[src/rtl/cpu_if_pkg.sv]
// Shared definitions for the cpu instruction interface: word widths,
// flag bit positions and the dispatcher state encoding.
package cpu_if_pkg;

  localparam int unsigned INSTR_W = 16;
  localparam int unsigned FLAG_W  = 3;

  // Bit positions inside the packed {N,V,Z} flag field
  localparam int unsigned FLAG_N = 2;
  localparam int unsigned FLAG_V = 1;
  localparam int unsigned FLAG_Z = 0;

  typedef enum logic [1:0] {
    IDLE      = 2'd0,
    ISSUE     = 2'd1,
    WAIT_BUSY = 2'd2,
    WAIT_DONE = 2'd3
  } disp_state_t;

endpackage

[src/rtl/instr_fifo.sv]
// Instruction FIFO for the dispatcher. Power-of-two DEPTH, so the
// pointers wrap naturally. A push while full is dropped; the full flag
// comes from the registered count, so a pop in the same cycle does not
// make room for that push.
module instr_fifo
  import cpu_if_pkg::*;
#(
  parameter int unsigned DEPTH = 4
) (
  input  logic                     clk,
  input  logic                     reset_n,
  input  logic                     push,
  input  logic [INSTR_W-1:0]       push_data,
  input  logic                     pop,
  output logic [INSTR_W-1:0]       head,
  output logic                     full,
  output logic                     empty,
  output logic [$clog2(DEPTH):0]   count
);

  localparam int unsigned AW = $clog2(DEPTH);

  logic [INSTR_W-1:0] mem [DEPTH];
  logic [AW-1:0]      wr_ptr;
  logic [AW-1:0]      rd_ptr;
  logic [AW:0]        count_q;
  logic               do_push;
  logic               do_pop;

  assign full    = (count_q == (AW+1)'(DEPTH));
  assign empty   = (count_q == '0);
  assign count   = count_q;
  assign head    = mem[rd_ptr];
  assign do_push = push && !full;
  assign do_pop  = pop && !empty;

  // Storage array: written on an accepted push, never reset
  always_ff @(posedge clk) begin
    if (do_push) begin
      mem[wr_ptr] <= push_data;
    end
  end

  // Pointers and occupancy
  always_ff @(posedge clk) begin
    if (!reset_n) begin
      wr_ptr  <= '0;
      rd_ptr  <= '0;
      count_q <= '0;
    end else begin
      if (do_push) begin
        wr_ptr <= wr_ptr + 1'b1;
      end
      if (do_pop) begin
        rd_ptr <= rd_ptr + 1'b1;
      end
      case ({do_push, do_pop})
        2'b10:   count_q <= count_q + 1'b1;
        2'b01:   count_q <= count_q - 1'b1;
        default: count_q <= count_q;
      endcase
    end
  end

endmodule

[src/rtl/cpu_instr_dispatcher.sv]
// Instruction dispatcher: drains the instruction FIFO into the cpu one
// instruction at a time (s/load strobe, wait for w to fall then rise) and
// hands each result back through a single-entry valid/ready buffer.
// Optional watchdog: define DISPATCH_WATCHDOG_EN to abort an instruction
// that stays in WAIT_BUSY/WAIT_DONE for TIMEOUT cycles and raise sticky err.
module cpu_instr_dispatcher
  import cpu_if_pkg::*;
#(
  parameter int unsigned DEPTH   = 4,
  parameter int unsigned TIMEOUT = 8
) (
  input  logic                     clk,
  input  logic                     reset_n,
  input  logic                     push,
  input  logic [INSTR_W-1:0]       push_data,
  output logic                     push_ready,
  output logic                     cpu_s,
  output logic                     cpu_load,
  output logic [INSTR_W-1:0]       cpu_in,
  input  logic [INSTR_W-1:0]       cpu_out,
  input  logic                     cpu_N,
  input  logic                     cpu_V,
  input  logic                     cpu_Z,
  input  logic                     cpu_w,
  output logic                     res_valid,
  input  logic                     res_ready,
  output logic [INSTR_W-1:0]       res_data,
  output logic [FLAG_W-1:0]        res_flags,
  output logic [$clog2(DEPTH):0]   fifo_count,
  output logic                     busy,
  output logic                     err
);

  disp_state_t        state;
  disp_state_t        state_d;
  logic               fifo_full;
  logic               fifo_empty;
  logic [INSTR_W-1:0] fifo_head;
  logic               pop;
  logic               capture;
  logic               wd_expired;
  logic               wd_drop;

  instr_fifo #(
    .DEPTH (DEPTH)
  ) u_fifo (
    .clk       (clk),
    .reset_n   (reset_n),
    .push      (push),
    .push_data (push_data),
    .pop       (pop),
    .head      (fifo_head),
    .full      (fifo_full),
    .empty     (fifo_empty),
    .count     (fifo_count)
  );

  assign push_ready = !fifo_full;
  assign busy       = (state != IDLE);
  // Issue only when the result buffer is free and the cpu reports idle
  assign pop        = (state == IDLE) && !fifo_empty && !res_valid && cpu_w;

`ifdef DISPATCH_WATCHDOG_EN
  localparam int unsigned WD_W = $clog2(TIMEOUT + 1);

  logic [WD_W-1:0] wd_cnt;
  logic            err_q;

  assign wd_expired = ((state == WAIT_BUSY) || (state == WAIT_DONE)) &&
                      (wd_cnt == WD_W'(TIMEOUT - 1));
  assign err        = err_q;

  // Watchdog counter restarts on every state entry; err is sticky
  always_ff @(posedge clk) begin
    if (!reset_n) begin
      wd_cnt <= '0;
      err_q  <= 1'b0;
    end else begin
      if (state_d != state) begin
        wd_cnt <= '0;
      end else if ((state == WAIT_BUSY) || (state == WAIT_DONE)) begin
        wd_cnt <= wd_cnt + 1'b1;
      end
      if (wd_drop) begin
        err_q <= 1'b1;
      end
    end
  end
`else
  logic unused_timeout;

  assign unused_timeout = ^TIMEOUT;
  assign wd_expired     = 1'b0;
  assign err            = 1'b0;
`endif

  // Next-state logic; a real cpu handshake always wins over the watchdog
  always_comb begin
    state_d = state;
    capture = 1'b0;
    wd_drop = 1'b0;
    case (state)
      IDLE: begin
        if (pop) begin
          state_d = ISSUE;
        end
      end
      ISSUE: begin
        state_d = WAIT_BUSY;
      end
      WAIT_BUSY: begin
        if (!cpu_w) begin
          state_d = WAIT_DONE;
        end else if (wd_expired) begin
          state_d = IDLE;
          wd_drop = 1'b1;
        end
      end
      WAIT_DONE: begin
        if (cpu_w) begin
          state_d = IDLE;
          capture = 1'b1;
        end else if (wd_expired) begin
          state_d = IDLE;
          wd_drop = 1'b1;
        end
      end
      default: begin
        state_d = IDLE;
      end
    endcase
  end

  // State, registered cpu strobes/instruction and the result buffer.
  // The strobes are registered from ISSUE, so they are seen by the cpu
  // during the first WAIT_BUSY cycle, two cycles after the push edge.
  always_ff @(posedge clk) begin
    if (!reset_n) begin
      state     <= IDLE;
      cpu_s     <= 1'b0;
      cpu_load  <= 1'b0;
      cpu_in    <= '0;
      res_valid <= 1'b0;
      res_data  <= '0;
      res_flags <= '0;
    end else begin
      state    <= state_d;
      cpu_s    <= (state == ISSUE);
      cpu_load <= (state == ISSUE);
      if (pop) begin
        cpu_in <= fifo_head;
      end
      if (capture) begin
        res_data          <= cpu_out;
        res_flags[FLAG_N] <= cpu_N;
        res_flags[FLAG_V] <= cpu_V;
        res_flags[FLAG_Z] <= cpu_Z;
        res_valid         <= 1'b1;
      end else if (res_valid && res_ready) begin
        res_valid <= 1'b0;
      end
    end
  end

endmodule

[config.mk]
export PLATFORM = sky130hd
export DESIGN_NAME = cpu_instr_dispatcher
export DESIGN_NICKNAME = d
export VERILOG_FILES = /design/src/rtl/cpu_if_pkg.sv /design/src/rtl/instr_fifo.sv /design/src/rtl/cpu_instr_dispatcher.sv
export SDC_FILE = /design/constraint.sdc
export NUM_CORES = 1
export LEC_CHECK = 0
export BUFFER_PORTS_ARGS = -buffer_cell sky130_fd_sc_hd__buf_2
export CORE_MARGIN = 4
export CORE_UTILIZATION = 61
export CTS_BUF_LIST = sky130_fd_sc_hd__clkbuf_2 sky130_fd_sc_hd__clkbuf_4 sky130_fd_sc_hd__clkbuf_8
export DETAILED_ROUTE_END_ITERATION = 6
export GPL_TIMING_DRIVEN = 0
export PLACE_DENSITY = 0.87
export SKIP_CTS_REPAIR_TIMING = 1
export SLEW_MARGIN = 10
export SYNTH_ARGS = -nofsm -noshare
export SYNTH_HDL_FRONTEND = slang
export SYNTH_HIERARCHICAL = 1
export SYNTH_SLANG_ARGS = --single-unit
[constraint.sdc]
create_clock -name clk -period 3.9 [get_ports clk]
set_clock_uncertainty 0.15 [all_clocks]
set_input_delay 0.78 -clock clk [delete_from_list [all_inputs] [get_ports clk]]
set_output_delay 0.78 -clock clk [all_outputs]
set_load 0.01 [all_outputs]
[Word level (Yosys, flattened, before mapping)]
Memory sizes are Yosys's and may differ from the RTL's. A register that Yosys moved wholly into a read port is not among the register bits.
Cells that the tools add are included.
Word-level totals
  bits in registers: 30
  bits in writable memories: 64
  input bits: 40
  output and inout port bits: 44
  logic and storage cells: 49
  memories: 1
Operators by class
  add/sub/neg operators: 4
  equality and inequality tests: 9
  multiplexer cells: 11
  reduce and logical (&&, ||, !) cells: 16
Memory list
  u_fifo.mem: words 4, width 16, rd ports 1, clocked after Yosys merged registers in 1, write ports 1, RTL line instr_fifo.sv:23  | logic [INSTR_W-1:0] mem [DEPTH];
Operator list (number)
  $pmux W2 S4: 1
  $eq A2 B2 Y1 const B: 3
  $logic_and A1 B1 Y1: 6
  $mux W1: 6
  $mux W2: 3
  $pmux W3 S2: 1
  $reduce_bool A2 Y1: 3
  $add A2 B1 Y2 const B: 2
  $eq A2 B1 Y1 const B: 2
  $logic_not A1 Y1: 4
  $ne A2 B2 Y1 const B: 2
  $add A3 B1 Y3 const B: 1
  $eq A3 B3 Y1 const B: 1
  $logic_not A3 Y1: 1
  $reduce_and A3 Y1: 1
  $sub A3 B1 Y3 const B: 1
  $logic_not A2 Y1: 1
  $ne A2 B1 Y1 const B: 1

[Logic depth before layout (Yosys ltp)]
Gate-level depths: netlist (run 1).
  depth in word-level cells: 8
  depth in mapped cells: 13
  mapped depth without buffers: 11

[Cells and area by module]
Netlist (run 1), hierarchy kept.
Modules (own cells, without submodules)
  instr_fifo: instances 1, cells each 138, area an instance 2817.7 um2, seq. area each 2102.0 um2
  cpu_instr_dispatcher: instances 1, cells each 182, area an instance 1620.3 um2, seq. area each 780.7 um2

[Least setup slack after synthesis (run 1)]
No wires, ideal clock.
  path type: input port to flip-flop
  from: input port cpu_w
  to: register u_fifo.count_q[2] (netlist: u_fifo/count[2])
  setup time: 0.070 ns
  data arrival time: 2.547 ns
  required time: 3.680 ns
  setup slack: 1.133 ns
  stages: 11
  buffers on the path: 2
  cells stage by stage: nand4bb_1 buf_6 clkinv_4 buf_12 nor2b_1 ha_1 inv_1 fa_1 xor2_1 or3_1 a21boi_1
On the way
  cells in the longest elaborated chain, start to end: 4
  elaborated cells between the ends (all ways): 6
  classes of those cells: 2 x eq/ne; 1 x mux; 3 x reduce/logical
RTL lines
  start, declared: RTL line cpu_instr_dispatcher.sv:24  | input logic cpu_w,
  $logic_and A1 B1 Y1 (*): RTL line cpu_instr_dispatcher.sv:61  | assign pop = (state == IDLE) && !fifo_empty && !res_valid && cpu_w;
  named net pop: RTL line cpu_instr_dispatcher.sv:39  | logic pop;
  $logic_and A1 B1 Y1 (*): RTL line instr_fifo.sv:35  | assign do_pop = pop && !empty;
  named net u_fifo.do_pop: RTL line instr_fifo.sv:28  | logic do_pop;
  $eq A2 B1 Y1 or $eq A2 B2 Y1 (tied branches): RTL line instr_fifo.sv:57  | case ({do_push, do_pop})
  $pmux W3 S2 or $reduce_bool A2 Y1 (tied branches)
  end signal, assigned: RTL line instr_fifo.sv:58  | 2'b10: count_q <= count_q + 1'b1;
  end signal, assigned: RTL line instr_fifo.sv:59  | 2'b01: count_q <= count_q - 1'b1;
  end signal, assigned: RTL line instr_fifo.sv:60  | default: count_q <= count_q;
  end, declared: RTL line instr_fifo.sv:26  | logic [AW:0] count_q;
Mark *: on every way through the listed nets, which the timed path passes. The rest lies on a longest branch.
A chain may end at the register's enable or synchronous reset.

[Final worst setup path (run 1)]
  from: register u_fifo.count_q[1] (netlist: u_fifo/count[1])
  to: register u_fifo.count_q[2] (netlist: u_fifo/count[2])
On the way
  cells in the longest elaborated chain, start to end: 8
  elaborated cells between the ends (all ways): 15
  classes of those cells: 2 x add/sub; 3 x eq/ne; 1 x mux; 9 x reduce/logical
RTL lines
  $logic_not A3 Y1 (*): RTL line instr_fifo.sv:31  | assign empty = (count_q == '0);
  named net fifo_empty: RTL line cpu_instr_dispatcher.sv:37  | logic fifo_empty;
  $logic_not A1 Y1 (*): RTL line cpu_instr_dispatcher.sv:61
  $logic_and A1 B1 Y1 (*) (3 in a row): RTL line cpu_instr_dispatcher.sv:61
  named net pop: RTL line cpu_instr_dispatcher.sv:39
  $logic_and A1 B1 Y1 (*): RTL line instr_fifo.sv:35
  named net u_fifo.do_pop: RTL line instr_fifo.sv:28
  $eq A2 B1 Y1 or $eq A2 B2 Y1 (tied branches): RTL line instr_fifo.sv:57
  $pmux W3 S2 or $reduce_bool A2 Y1 (tied branches)
Marks and branches as above.

==> results of run 1 <==
-- worst max-delay path: stages, from the launching register on --
cell       delay (ns)
dfxtp_1          0.44
nor3_2           0.12
nand4bb_1        0.22
buf_6            0.16
clkinv_4         0.08
buf_12           0.12
nor2b_1          0.26
ha_1             0.23
inv_1            0.06
fa_1             0.37
xor2_1           0.16
or3_1            0.31
a21boi_1         0.14
-- flip-flops by register name, summed over array words and instances (netlist names), 2 cells and up, named ones only --
name,cells
u_fifo/wr_ptr,2
res_data,16
cpu_in,16
state,2
res_flags,3
u_fifo/mem,64
u_fifo/rd_ptr,2
u_fifo/count,3
-- synthesized netlist by cell type, types with 4 or more instances --
library cell / n
ha_1: 9
nand2_1: 80
a21boi_0: 22
inv_1: 9
a21boi_2: 8
dfxtp_1: 48
and2_1: 8
mux2i_1: 4
mux4_2: 16
a21boi_1: 8
o21ai_0: 5
edfxtp_1: 64
clkbuf_1: 6
buf_2: 4
-- power breakdown --
part           internal, mW  switching, mW
Combinational         0.261          0.302
Sequential             1.36         0.0561
Clock                 0.242          0.374
Total                  1.87          0.731
-- path summary, 6_finish.rpt --
path / from / endpoint / cells past startpoint
setup / recovery: u_fifo/count[1] / u_fifo/count[2] / 12
hold / removal: res_data[2] / res_data[2] / 2
setup reg to reg: u_fifo/count[1] / u_fifo/count[2] / 12
hold reg to reg: res_data[2] / res_data[2] / 2
-- cells by family (layout without fill, tap and decap cells) --
| kind of cell | Yosys count | in the layout |
|---|---|---|
| simple gates | 99 | 99 |
| other cells | 1 | 1 |
| flops | 112 | 112 |
| buf+inv | 30 | 127 |
| mux | 20 | 20 |
| xor+xnor | 2 | 2 |
| fa+ha+maj | 10 | 10 |
| compound gates | 46 | 46 |
-- final cells by class --
type | instances | area [sq um] | area share
buffer | 19 | 154 | 0.0299
clock buffer | 10 | 131 | 0.0256
clock inverter | 6 | 45.0 | 0.00876
inverter | 11 | 46.3 | 0.00901
multi-input combinational | 178 | 1360 | 0.264
sequential | 112 | 2880 | 0.561
tap | 96 | 120 | 0.0234
timing repair buffer | 81 | 405 | 0.0789
-- per-layer routing --
metal | track usage | up-vias | wire length [um]
met5 | 0 | - | 0
met2 | 0.327 | 87 | 3940
met4 | 0.0696 | 0 | 64
met1 | 0.250 | 1284 | 3380
li1 | - | 1305 | -
met3 | 0.0531 | 7 | 581
==> metrics, run 1 <==
status finished, final reports clean; Max-slew headroom 0.435; Synth top area share 0.433; Post-Synth Adder-Cell Area 0.0299; Initial DRC Count between 100 and 150; max-slew violations 0; clk buf depth 2; post-synthesis mux area share 0.0902; H-tree levels 3; Non-Filler Instances 513; minimum clock period 2.90 ns; GRT overflow 0; fin util 0.740; combinational family with the most area after synthesis simple AND/OR/NAND/NOR gates; vias 2,683; Num Clock Sinks approximately 110; worst slew pin tran about 0.85 ns; Synth Area in Simple Gates 0.0998; commonest non-fill, non-tap cell in the layout buf_2; asr flop ratio synth 0; placer congestion estimate 0.703; pin count of the biggest net entering global routing 19; synth top area cells edfxtp_1 43%, dfxtp_1 22%, mux4_2 8.1%; clk_lat worst skew approximately 0.37 ns; P&R area growth vs syn 15.8%; Worst VDD drop 337 uV; DRC 0; worst endpoint data arrival time 3.05 ns; dpl cell area 4960 sq um; Die Ht 93.3 um; EDFF count, synth 64; #FFs+latches synth 112; io pins 84; TritonCTS clock tree done; sequential area share after synthesis 0.650; DR pass1 iterations 4; layout net count 462; Mapped Nets 370; Antenna diodes 0; Hold Path Class reg -> reg; synthesized area 4440 sq um; XOR/XNOR Fraction of Synth Area 0.00395; crit path launch type flop; final hold viol count 0; commonest non-fill, non-tap cells in the layout 85 x buf_2, 80 x nand2_1, 64 x edfxtp_1, 48 x dfxtp_1, 22 x a21boi_0; worst slack, placed between 0.7 and 0.8 ns; Placed Cells incl. Taps 497; Starting Density 0.639; final worst slack about 1 ns; die area 8700 sq um; Final setup viols 0; vias in the first global route around 2,700; Worst Path Max Fanout 12; Synth area leader edfxtp_1; CP Capture Type flop; Avg WL per Cell 15.5 um; Primary FF master, synth edfxtp_1; final period utilization 0.744; initial antenna violation count 0; Synth Instances between 300 and 400; detailed placement HPWL 5.71 mm; CTS buffer count 9; total power after layout 2.60 mW; number of nets with antenna violations after routing 0; final instance area 5140 sq um; Req. time, crit path 4.05 ns; layout cell share with drive strength beyond 1 0.329; post-synthesis compound-gate area fraction 0.0806; Worst-path clk slew about 0.10 ns; Core Rows 30; count of cell types in the netlist 34; GRT Util Overall 0.197; Synth Warn # 6; first-pass GRT wire length 13.0 mm; Die Wd 93.3 um; FMAX 0.345 GHz; Max Cap Viol 0; setup TNS 0 ns; register-to-register path setup slack 1.0 ns; Total Wirelength 7.97 mm; pwr/cell area slightly above 500 nW/um^2; Hold WS 0.311 ns; PortBufs 81; clk root buf clkbuf_8; Core Region a little under 7000 sq um; critical path type reg -> reg; Syn Area/Cell 13.9 sq um; RSZ-0062 raised after global routing no; fillers approximately 440; Leakage 1.94 nW; vias per cell 5.23
(Power assumes the default switching activity.)
==> run 2: changes to the inputs <==
--- a/config.mk
+++ b/config.mk
@@ -7,11 +7,11 @@
 export LEC_CHECK = 0
 export BUFFER_PORTS_ARGS = -buffer_cell sky130_fd_sc_hd__buf_2
 export CORE_MARGIN = 4
-export CORE_UTILIZATION = 61
+export CORE_UTILIZATION = 57
 export CTS_BUF_LIST = sky130_fd_sc_hd__clkbuf_2 sky130_fd_sc_hd__clkbuf_4 sky130_fd_sc_hd__clkbuf_8
 export DETAILED_ROUTE_END_ITERATION = 6
 export GPL_TIMING_DRIVEN = 0
-export PLACE_DENSITY = 0.87
+export PLACE_DENSITY = 0.82
 export SKIP_CTS_REPAIR_TIMING = 1
 export SLEW_MARGIN = 10
 export SYNTH_ARGS = -nofsm -noshare
==> constraint.sdc (replaced) <==
create_clock -name clk -period 2.7 [get_ports clk]
set_clock_uncertainty 0.15 [all_clocks]
set_input_delay 0.54 -clock clk [delete_from_list [all_inputs] [get_ports clk]]
set_output_delay 0.54 -clock clk [all_outputs]
set_load 0.01 [all_outputs]
==> run 2 against run 1 <==
Total power increased by 52%. Sequential share of layout area decreased by 0.81 points. Setup slack got worse by 0.91 ns. Clock power increased by 60%. Final cell count increased by 0.97%. Worst hold slack got worse by 0.073 ns. Critical path depth decreased by 1. Global-route usage decreased by 1.4 points. Largest cell class unchanged. Largest power group unchanged. Highest routed layer unchanged.
==> metrics, run 2 (synthesized netlist as in run 1, its figures left out) <==
status finished, final reports clean; FMAX 0.383 GHz; layout cell share with drive strength beyond 1 0.360; layout net count 464; Die Ht 96.2 um; Top Registers u_fifo/mem (64), cpu_in (16), res_data (16); worst slew pin tran 0.843 ns; met2 usage in global routing 0.303; vias in the first global route 2,621; DR pass1 iterations 4; Hold WS 0.238 ns; Req. time, crit path 2.86 ns; DRC 0; clk buf depth 2; TritonCTS clock tree done; met3 usage 0.0344; max reg flops 64; clk_lat worst skew 0.36 ns; GR peak layer met2; worst endpoint data arrival time 2.77 ns; Initial DRC Count 130; Leakage 1.96 nW; commonest non-fill, non-tap cells in the layout 85 x buf_2, 80 x nand2_1, 64 x edfxtp_1, 43 x dfxtp_1, 22 x a21boi_0; Max Cap Viol 0; Worst path max stage delay 0.43 ns; crit path launch type flop; Total Wirelength 8.06 mm; Num Clock Sinks 112; initial antenna violation count 0; CP Cell Sequence nor3_4 -> nand4bb_1 -> buf_6 -> clkinv_4 -> buf_12 -> nor2b_4 -> ha_4 -> inv_1 -> fa_2 -> o21ai_0 -> and2_1; number of nets with antenna violations after routing 0; grt met1 use 0.233; GRT Util Overall 0.183; CTS buffer count 9; Max-slew headroom 0.438; pwr/cell area 751 nW/um^2; Hold Path Class in -> reg; Worst Path Max Fanout 12; pin count of the biggest net entering global routing 20; Worst VDD drop 423 uV; final period utilization 0.966; Avg WL per Cell 15.6 um; commonest non-fill, non-tap cell in the layout buf_2; register-to-register path setup slack between 0.09 and 0.1 ns; H-tree levels 3; io pins 84; max-slew violations 0; Top reg by flops u_fifo/mem; P&R area growth vs syn 18.2%; vias 2,700; critical path type reg -> reg; GRT overflow 0; PortBufs 81; fillers 513; first-pass GRT wire length 12.6 mm; die area slightly above 9000 sq um; vias per cell 5.21; clk root buf clkbuf_8; Starting Density 0.599; Die Wd 96.2 um; Core Region 7410 sq um; Antenna diodes 0; minimum clock period 2.61 ns; Worst-path clk slew 0.10 ns; Final setup viols 0; Crit path buffers/inverters 4; detailed placement HPWL 5.80 mm; setup TNS 0 ns; CP Capture Type flop; delay-heaviest family, CP simple AND/OR/NAND/NOR gates; Slowest-stage cell, CP fa_2; Core Rows 31; placer congestion estimate 0.701; final hold viol count 0
-- run 2: cell count changes in the layout (fill, tap and decap cells not counted), moves of 2 or more --
| cell | change |
|---|---|
| dfxtp_4 | +4 |
| ha_4 | +2 |
| buf_4 | +2 |
| ha_1 | -2 |
| dfxtp_1 | -5 |
| inv_1 | -2 |
-- run 2: area by class of cell --
class | count | area [sq um] | share of cell area
Clock buffer | 9 | 124 | 0.0236
Buffer | 19 | 154 | 0.0293
Inverter | 11 | 48.8 | 0.00930
Sequential cell | 112 | 2900 | 0.553
Timing Repair Buffer | 83 | 420 | 0.0802
Multi-Input combinational cell | 178 | 1400 | 0.266
Tap cell | 99 | 124 | 0.0236
Clock inverter | 7 | 78.8 | 0.0150
-- run 2: final timing paths --
path	start	to	depth (start not counted)
setup / recovery	u_fifo/count[1]	u_fifo/count[1]	11
setup reg to reg	u_fifo/count[1]	u_fifo/count[1]	11
hold reg to reg	cpu_in[14]	cpu_in[14]	2
hold / removal	push_data[8]	u_fifo/mem[1][8]	1
-- run 2: report_power, final --
group / switching [mW] / leakage, nW / total (mW) / internal, mW
clock network: 0.549 / 0.0939 / 0.986 / 0.438
logic: 0.462 / 0.890 / 0.885 / 0.423
registers: 0.0870 / 0.980 / 2.07 / 1.98
total: 1.10 / 1.96 / 3.94 / 2.84
-- run 2: metrics by stage --
stage,setup WS (ns),cells,area [sq um],total power [mW],util
floorplan,0.0617,320,4440,2.65,-
CTS,-0.173,516,5170,3.90,0.698
detailed placement,-0.176,500,4970,2.91,0.670
global placement,-0.100,500,4970,2.87,0.670
finish,0.0913,518,5250,3.94,0.708
global route,-0.0175,518,5250,4.15,0.708
-- run 2: per-layer routing --
metal / vias to the layer above / routed length [um]
met5: - / 0
met4: 0 / 182
met3: 14 / 660
met2: 111 / 3860
met1: 1273 / 3360
li1: 1302 / -
-- run 2: worst reg2reg max path, stage by stage (launching register included) --
cell and delay [ns]:
dfxtp_4 0.38, nor3_4 0.33, nand4bb_1 0.21, buf_6 0.13, clkinv_4 0.09, buf_12 0.15
nor2b_4 0.14, ha_4 0.17, inv_1 0.07, fa_2 0.43, o21ai_0 0.16, and2_1 0.14
==> run 3: changes to the inputs <==
--- a/config.mk
+++ b/config.mk
@@ -11,6 +11,7 @@
 export CTS_BUF_LIST = sky130_fd_sc_hd__clkbuf_2 sky130_fd_sc_hd__clkbuf_4 sky130_fd_sc_hd__clkbuf_8
 export DETAILED_ROUTE_END_ITERATION = 6
 export GPL_TIMING_DRIVEN = 0
+export MAX_ROUTING_LAYER = met4
 export PLACE_DENSITY = 0.82
 export SKIP_CTS_REPAIR_TIMING = 1
 export SLEW_MARGIN = 10
==> run 3 against run 2 <==
Total power rose by 0.13%. Utilization did not move. Count of clock-buffer cells in the layout did not move. Via count rose by 0.33%. Clock power rose by 0.4%. Sequential share of layout area did not move. Critical path type unchanged.
==> metrics, run 3 (synthesized netlist as in run 1, its figures left out) <==
Core Rows 31; Worst-path clk slew 0.10 ns; layout cell share with drive strength beyond 1 0.360; Non-Filler Instances between 500 and 600; P&R area growth vs syn 18.2%; Req. time, crit path between 2 and 3 ns; setup TNS 0 ns; total power after layout 3.94 mW; pin count of the biggest net entering global routing 20; Antenna diodes 0; FMAX around 0.38 GHz; Top reg by flops u_fifo/mem; final worst slack slightly above 0.09 ns; PortBufs between 80 and 90; dpl cell area around 5000 sq um; die area between 9000 and 10,000 sq um; Final setup viols 0; Avg WL per Cell 15.7 um; Num Clock Sinks ~110; Core Region between 7000 and 8000 sq um; max reg flops 64; final hold viol count 0; max-slew violations 0; H-tree levels 3; Worst Path Max Fanout 12; Worst VDD drop 423 uV; Die Ht 96.2 um; vias 2,709; detailed placement HPWL 5.80 mm; crit path launch type flop; worst slew pin tran ~0.85 ns; worst slack, placed -0.176 ns; DR pass1 iterations 4; commonest non-fill, non-tap cell in the layout buf_2; GRT overflow 0; Top Registers u_fifo/mem (64), cpu_in (16), res_data (16); Initial DRC Count 150; fin util 0.708; worst endpoint data arrival time 2.77 ns; CTS buffer count 9; vias per cell 5.23; vias in the first global route ~2,600; placer congestion estimate slightly above 0.7; minimum clock period 2.61 ns; clk buf depth 2; GRT Util Overall 0.189; final period utilization 0.966; initial antenna violation count 0; Hold WS 0.237 ns; Die Wd 96.2 um; Placed Cells incl. Taps 500; Hold Path Class in -> reg; Leakage 1.96 nW; TritonCTS clock tree done; Total Wirelength 8.11 mm; final instance area 5250 sq um; clk_lat worst skew 0.36 ns; Max Cap Viol 0; CP Capture Type flop; commonest non-fill, non-tap cells in the layout 85 x buf_2, 80 x nand2_1, 64 x edfxtp_1, 43 x dfxtp_1, 22 x a21boi_0; DRC 0; Starting Density 0.599; number of nets with antenna violations after routing 0; status finished, final reports clean; first-pass GRT wire length 12.6 mm; Max-slew headroom 0.434; critical path type reg -> reg; pwr/cell area 752 nW/um^2; io pins 84; clk root buf clkbuf_8; layout net count roughly 460
[run 3: cell counts in the layout (fill, tap and decap cells not counted)]
Identical to the previous run, type by type.
[run 3: where the power goes]
part           internal (mW)  switching (mW)
Sequential              1.98          0.0871
Clock                  0.438           0.552
Combinational          0.423           0.463
Total                   2.84            1.10
[run 3: layout make-up]
type	count	area, sq um
multi-input combinational	178	1400
buffer	19	154
sequential	112	2900
inverter	11	48.8
tap	99	124
fill	513	2160
clock buffer	9	124
clock inverter	7	78.8
timing repair buffer	83	420
[run 3: path summary, 6_finish.rpt]
check	to	from	cells after the start	slack (ns)
setup / recovery	u_fifo/count[1]	u_fifo/count[1]	11	0.09
hold reg to reg	cpu_in[14]	cpu_in[14]	2	0.31
setup reg to reg	u_fifo/count[1]	u_fifo/count[1]	11	0.09
hold / removal	u_fifo/mem[2][1]	push_data[1]	1	0.24
[run 3: critical path, cell delays in order (launching register included)]
cell       delay [ns]
dfxtp_4          0.38
nor3_4           0.33
nand4bb_1        0.21
buf_6            0.13
clkinv_4         0.09
buf_12           0.15
nor2b_4          0.14
ha_4             0.17
inv_1            0.07
fa_2             0.43
o21ai_0          0.16
and2_1           0.14
[run 3: metal layers]
| layer | global-route usage | routed length [um] | vias up |
|---|---|---|---|
| met1 | 0.234 | 3330 | 1294 |
| met2 | 0.303 | 4020 | 101 |
| li1 | - | - | 1303 |
| met5 | - | 0 | - |
| met4 | 0.0853 | 119 | 0 |
| met3 | 0.0344 | 643 | 11 |
